## src/rtl/ring_mon_pkg.sv

```systemverilog
// Shared encodings for the ring counter monitor: FSM states, fault codes, phase indices.
// Also holds the rotation-order rule used by the monitor FSM.
package ring_mon_pkg;

  typedef enum logic [1:0] {
    IDLE   = 2'd0,
    SYNC   = 2'd1,
    LOCKED = 2'd2,
    FAULT  = 2'd3
  } state_t;

  localparam logic [1:0] FC_NONE   = 2'b00;
  localparam logic [1:0] FC_ONEHOT = 2'b01;
  localparam logic [1:0] FC_ORDER  = 2'b10;
  localparam logic [1:0] FC_TAP    = 2'b11;

  localparam logic [1:0] PH_NONE = 2'd0;
  localparam logic [1:0] PH_1    = 2'd1;
  localparam logic [1:0] PH_2    = 2'd2;
  localparam logic [1:0] PH_3    = 2'd3;

  // Only forward single steps are legal; PH_NONE on either side is never legal.
  function automatic logic is_legal(input logic [1:0] p, input logic [1:0] c);
    return ((p == PH_1) && (c == PH_2)) ||
           ((p == PH_2) && (c == PH_3)) ||
           ((p == PH_3) && (c == PH_1));
  endfunction

endpackage

```

## src/rtl/ring_phase_decode.sv

```systemverilog
// Combinational decode of the three ring lines into a one-hot flag and a phase index.
module ring_phase_decode
  import ring_mon_pkg::*;
(
  input  logic       i_l1,
  input  logic       i_l2,
  input  logic       i_l3,
  output logic       o_onehot,
  output logic [1:0] o_phase
);

  always_comb begin
    o_onehot = (i_l1 ^ i_l2 ^ i_l3) & ~(i_l1 & i_l2 & i_l3);
    o_phase  = PH_NONE;
    if (o_onehot) begin
      if (i_l1)      o_phase = PH_1;
      else if (i_l2) o_phase = PH_2;
      else           o_phase = PH_3;
    end
  end

endmodule

```

## src/rtl/ring_monitor.sv

```systemverilog
// Ring counter health monitor: decodes phase, locks after LOCK_N legal steps,
// counts rotations while locked and latches a sticky fault code on any violation.
module ring_monitor
  import ring_mon_pkg::*;
#(
  parameter int CNT_W  = 8,
  parameter int LOCK_N = 3
) (
  input  logic             clk,
  input  logic             reset,
  input  logic             L1,
  input  logic             L2,
  input  logic             L3,
  input  logic             L4,
  output logic [1:0]       phase,
  output logic             locked,
  output logic             fault,
  output logic [1:0]       fault_code,
  output logic [CNT_W-1:0] rot_count
);

  state_t           r_state, w_state_nxt;
  logic [3:0]       r_good, w_good_nxt, w_good_inc;
  logic [1:0]       r_prev, r_phase, r_code, w_code_nxt, w_phase;
  logic             r_prev_l3, r_locked, r_fault, w_onehot, w_legal;
  logic [CNT_W-1:0] r_rot, w_rot_nxt;

  ring_phase_decode u_dec (
    .i_l1    (L1),
    .i_l2    (L2),
    .i_l3    (L3),
    .o_onehot(w_onehot),
    .o_phase (w_phase)
  );

  assign w_legal    = is_legal(r_prev, w_phase);
  assign w_good_inc = r_good + 4'd1;

  always_comb begin
    w_state_nxt = r_state;
    w_good_nxt  = r_good;
    w_code_nxt  = r_code;
    w_rot_nxt   = r_rot;
    unique case (r_state)
      IDLE: begin
        if (w_onehot) begin
          w_state_nxt = SYNC;
          w_good_nxt  = 4'd0;
        end
      end
      SYNC: begin
        if (!w_onehot) begin
          w_state_nxt = IDLE;
          w_good_nxt  = 4'd0;
        end else if (w_legal) begin
          w_good_nxt = w_good_inc;
          if (w_good_inc == 4'(LOCK_N)) w_state_nxt = LOCKED;
        end else begin
          w_good_nxt = 4'd0;
        end
      end
      LOCKED: begin
        // Checks are priority ordered; the first hit is the latched code.
        if (!w_onehot) begin
          w_state_nxt = FAULT;
          w_code_nxt  = FC_ONEHOT;
        end else if (!w_legal) begin
          w_state_nxt = FAULT;
          w_code_nxt  = FC_ORDER;
        end else if (L4 != r_prev_l3) begin
          w_state_nxt = FAULT;
          w_code_nxt  = FC_TAP;
        end else if (r_prev == PH_3) begin
          w_rot_nxt = r_rot + CNT_W'(1);
        end
      end
      FAULT: ;
      default: w_state_nxt = IDLE;
    endcase
  end

  always_ff @(posedge clk) begin
    if (reset) begin
      r_state   <= IDLE;
      r_good    <= 4'd0;
      r_prev    <= PH_NONE;
      r_prev_l3 <= 1'b0;
      r_phase   <= PH_NONE;
      r_locked  <= 1'b0;
      r_fault   <= 1'b0;
      r_code    <= FC_NONE;
      r_rot     <= '0;
    end else begin
      r_state   <= w_state_nxt;
      r_good    <= w_good_nxt;
      r_prev    <= w_phase;
      r_prev_l3 <= L3;
      r_phase   <= w_phase;
      r_locked  <= (w_state_nxt == LOCKED);
      r_fault   <= (w_state_nxt == FAULT);
      r_code    <= w_code_nxt;
      r_rot     <= w_rot_nxt;
    end
  end

  assign phase      = r_phase;
  assign locked     = r_locked;
  assign fault      = r_fault;
  assign fault_code = r_code;
  assign rot_count  = r_rot;

endmodule

```

## config.mk

```make
export PLATFORM = sky130hd
export DESIGN_NAME = ring_monitor
export DESIGN_NICKNAME = d
export VERILOG_FILES = /design/src/rtl/ring_mon_pkg.sv /design/src/rtl/ring_phase_decode.sv /design/src/rtl/ring_monitor.sv
export SDC_FILE = /design/constraint.sdc
export NUM_CORES = 1
export LEC_CHECK = 0
export ABC_AREA = 1
export CORE_UTILIZATION = 49
export CTS_CLUSTER_SIZE = 24
export DETAILED_ROUTE_END_ITERATION = 8
export GPL_TIMING_DRIVEN = 0
export PLACE_DENSITY = 0.85
export SYNTH_ARGS = -nofsm -noshare
export SYNTH_HDL_FRONTEND = slang
export SYNTH_HIERARCHICAL = 1
export SYNTH_SLANG_ARGS = --single-unit
export TNS_END_PERCENT = 30
```

## constraint.sdc

```tcl
create_clock -name clk -period 3.3 [get_ports clk]
set_input_delay 0.33 -clock clk [delete_from_list [all_inputs] [get_ports clk]]
set_output_delay 0.33 -clock clk [all_outputs]
set_load 0.02 [all_outputs]
```

==> impl_results.md <==
* Final setup fails at 0
* Pleak at between 0.6 and 0.7 nW
* Seq/Total Area, Yosys at 35.6%
* CTS root buf: clkbuf_4
* Antenna cells at 0
* Setup ws final at between 1 and 1.5 ns
* Area contributors post-synth: dfxtp_1 36%, nand2_1 14%, inv_1 7.3%, a21oi_1 5.9%, nor2_1 5.4%
* Worst rel slew slack at a little under 70%
* Clock tree buffer depth at 2
* Synth Register Bits at 21
* Setup Buffers After CTS at 0
* Met3 Wirelength at roughly 71 um
* Net Count, Synth at around 180
* Post-Route WL at roughly 2300 um
* WL met2 at between 1000 and 1500 um
* VDD IR max at 0.295 mV
* Max-cap violations at 0
* Clock transition at the registers of the reported paths at ~0.13 ns
* Syn avg cell area at just under 7 um^2
* CTS tree: yes
* Ys Warns at 6
* FF+latch area at 420 um^2
* First-pass GRT wire length at slightly above 4000 um
* Critical Path End Type: flip-flop
* Post-Synthesis Cell Area at 0.00118 mm^2
* Status: finished clean
* Die Area at between 0.002 and 0.003 mm^2
* Vias at approximately 1100
* Worst skew pair latency at about 0.32 ns
* Crit path DAT at 2.48 ns
* Buf/Inv on CP at 4
* Share of layout cells above drive strength 1 at a little over an eighth
* Max Slew Vio Count at 0
* TNS Setup at 0 ns
* CP cell instances: clkdlybuf4s50_1 > inv_1 > ha_1 > inv_1 > nand2_2 > a21oi_1 > inv_1 > nor2_1 > nand2_1 > nand3_4 > nand2_4 > nand2_4 > nand2_1 > nor2_2 > nor2_1
* CP delay by family, top: simple AND/OR/NAND/NOR gates
* Routability cong. at a little under 0.8
* Power Density at approximately 320 mW/mm^2
* Final Core Density at ~64%
* Area grow syn2layout at 21.6%
* DR DRC count at 0
* Worst-Margin Slew at 0.490 ns
* Minimum setup slack after placement at around 0.67 ns
* Unrepaired setup endpoints after global routing: false
* Cell Rows at 17
* Initial drt markers at 17
* Largest fanout on the critical path at 4
* Crit-path max cell delay at approximately 0.50 ns
* Tot Pwr at 0.000458 W
* Hold buffers post-CTS at 0
* Top-area cell type share of the netlist area at between 30% and 40%
* Port-buffer cells at 19
* Vias in the first global route at between 1000 and 1500
* Num CTS Buffers at 3
* Chip width at roughly 51 um
* Syn Inst Count at roughly 170
* Non-filler cells in the finished layout at about 220
* CTS resizes at 0
* DR pass1 iterations at 5
* Crit-path most repeated cell: inv_1
* Synth area leader: dfxtp_1
* Period utilisation layout at roughly two thirds
* M1 wire length at about 1000 um
* I/O pins at 20
* Footprint of the multi-input gates at 634 um^2
* Nets at 206
* Detail Placement HPWL at 1800 um
* Hold Crit Class: flip-flop to flip-flop
* Req. time, crit path at about 3.5 ns
* Antenna viol nets, final at 0
* WL per Instance at just over 10 um
* Max H-tree Level at 1
* Fill cells at roughly 200
* Pin count of the biggest net entering global routing at 14
* Number of distinct library cells after synthesis at 23
* Via/cell ratio at ~5
* Num Clock Sinks at 21
* Initial core utilization at between 50% and 60%
* CP max-delay cell: clkdlybuf4s50_1
* Hold Vio Cnt, Final at 0
* Crit Path Class: primary input to flip-flop
* CP startpoint kind: primary input
* Initial antenna violation count at 0
* Clock Skew at 0.0124 ns
* Placeable Area at 0.00223 mm^2
* DP Cell Count at between 200 and 250
* Vert. Die Dim at a little over 50 um
* Final min period at about 2.3 ns
* Top Metal Used: met4
* Grt ovf at 0
* Fmax at approximately 440 MHz
* Total GRT Usage at between 20% and 30%
## synthesized netlist by cell type
cell      number
nor3_4         1
dfxtp_1       21
nand3_4        1
ha_1           5
nand3_2        2
o21a_1         1
nand3_1       10
nor2_1        17
nor2_2         1
nand2_1       44
o21ai_1        3
nor2_4         1
inv_1         23
nand2_2        2
xor2_1         2
o21ai_0        2
xnor2_1        3
inv_2         10
a21oi_1       14
nand2_4        3
nand4_1        3
clkbuf_1       1
nor3_2         1
## cell families after synthesis
| family | synth area share (%) |
|---|---|
| AOI/OAI and AO/OA | 8.68 |
| xor gates and xnor gates | 3.70 |
| adders and majority gates | 5.29 |
| buffers and inverters | 10.8 |
| DFF | 35.6 |
| and+or+nand+nor | 36.0 |
## final cells by class
type                            instances  area share, %
Clock inverter                          1          0.522
Timing Repair Buffer                   19           13.2
Tap cell                               28           2.44
Sequential cell                        21           29.2
Multi-Input combinational cell        116           44.1
Clock buffer                            3           1.57
Inverter                               33           8.62
Buffer                                  1          0.261
## flip-flops by register name (all words and copies together) (netlist names)
signal      flops
rot_count       8
r_good          4
fault_code      2
phase           2
r_state         2
fault           1
locked          1
r_prev_l3       1
## power breakdown
group          leakage [nW]  switching [W]  internal [W]
sequential            0.170     0.00000361      0.000258
clock                0.0139      0.0000847     0.0000464
combinational         0.493      0.0000413     0.0000241
total                 0.676       0.000130      0.000328
## per-stage QoR
step,hold slack [ns],cell area (um^2)
floorplan,0.399,1180
global placement,0.453,1410
detailed placement,0.460,1410
CTS,0.479,1440
global route,0.509,1440
finish,0.482,1440
## final timing paths
check | cells after the start | from | slack (ns) | endpoint
hold reg to reg | 2 | fault_code[0] | 0.48 | fault_code[0]
setup / recovery | 15 | L1 | 1.04 | r_state[0]
setup reg to reg | 10 | r_good[1] | 1.89 | r_state[0]
hold / removal | 2 | fault_code[0] | 0.48 | fault_code[0]
## tightest hold or removal path, delay by kind of cell (launching register included)
family | cells | cell delay, ns
compound gates | 1 | 0.06
flops | 1 | 0.33
simple gates | 1 | 0.06
## layout by cell type (no fill, tap or decap), types with 2 or more instances in the layout
| cell type | count |
|---|---|
| nand2_1 | 44 |
| dfxtp_1 | 21 |
| inv_2 | 10 |
| clkdlybuf4s50_1 | 19 |
| o21ai_1 | 3 |
| o21ai_0 | 2 |
| nand2_2 | 2 |
| nand3_2 | 2 |
| ha_1 | 5 |
| clkbuf_4 | 3 |
| nand2_4 | 3 |
| nor2_1 | 17 |
| a21oi_1 | 14 |
| nand4_1 | 3 |
| nand3_1 | 10 |
| xor2_1 | 2 |
| inv_1 | 23 |
| xnor2_1 | 3 |
## routing by layer
layer | global-route usage (%) | up-vias
met5 | 0 | -
met2 | 36.8 | 22
li1 | - | 572
met3 | 4.17 | 5
met4 | 8.33 | 0
met1 | 23.1 | 484
Note: power is estimated with default switching activity, not from simulation.
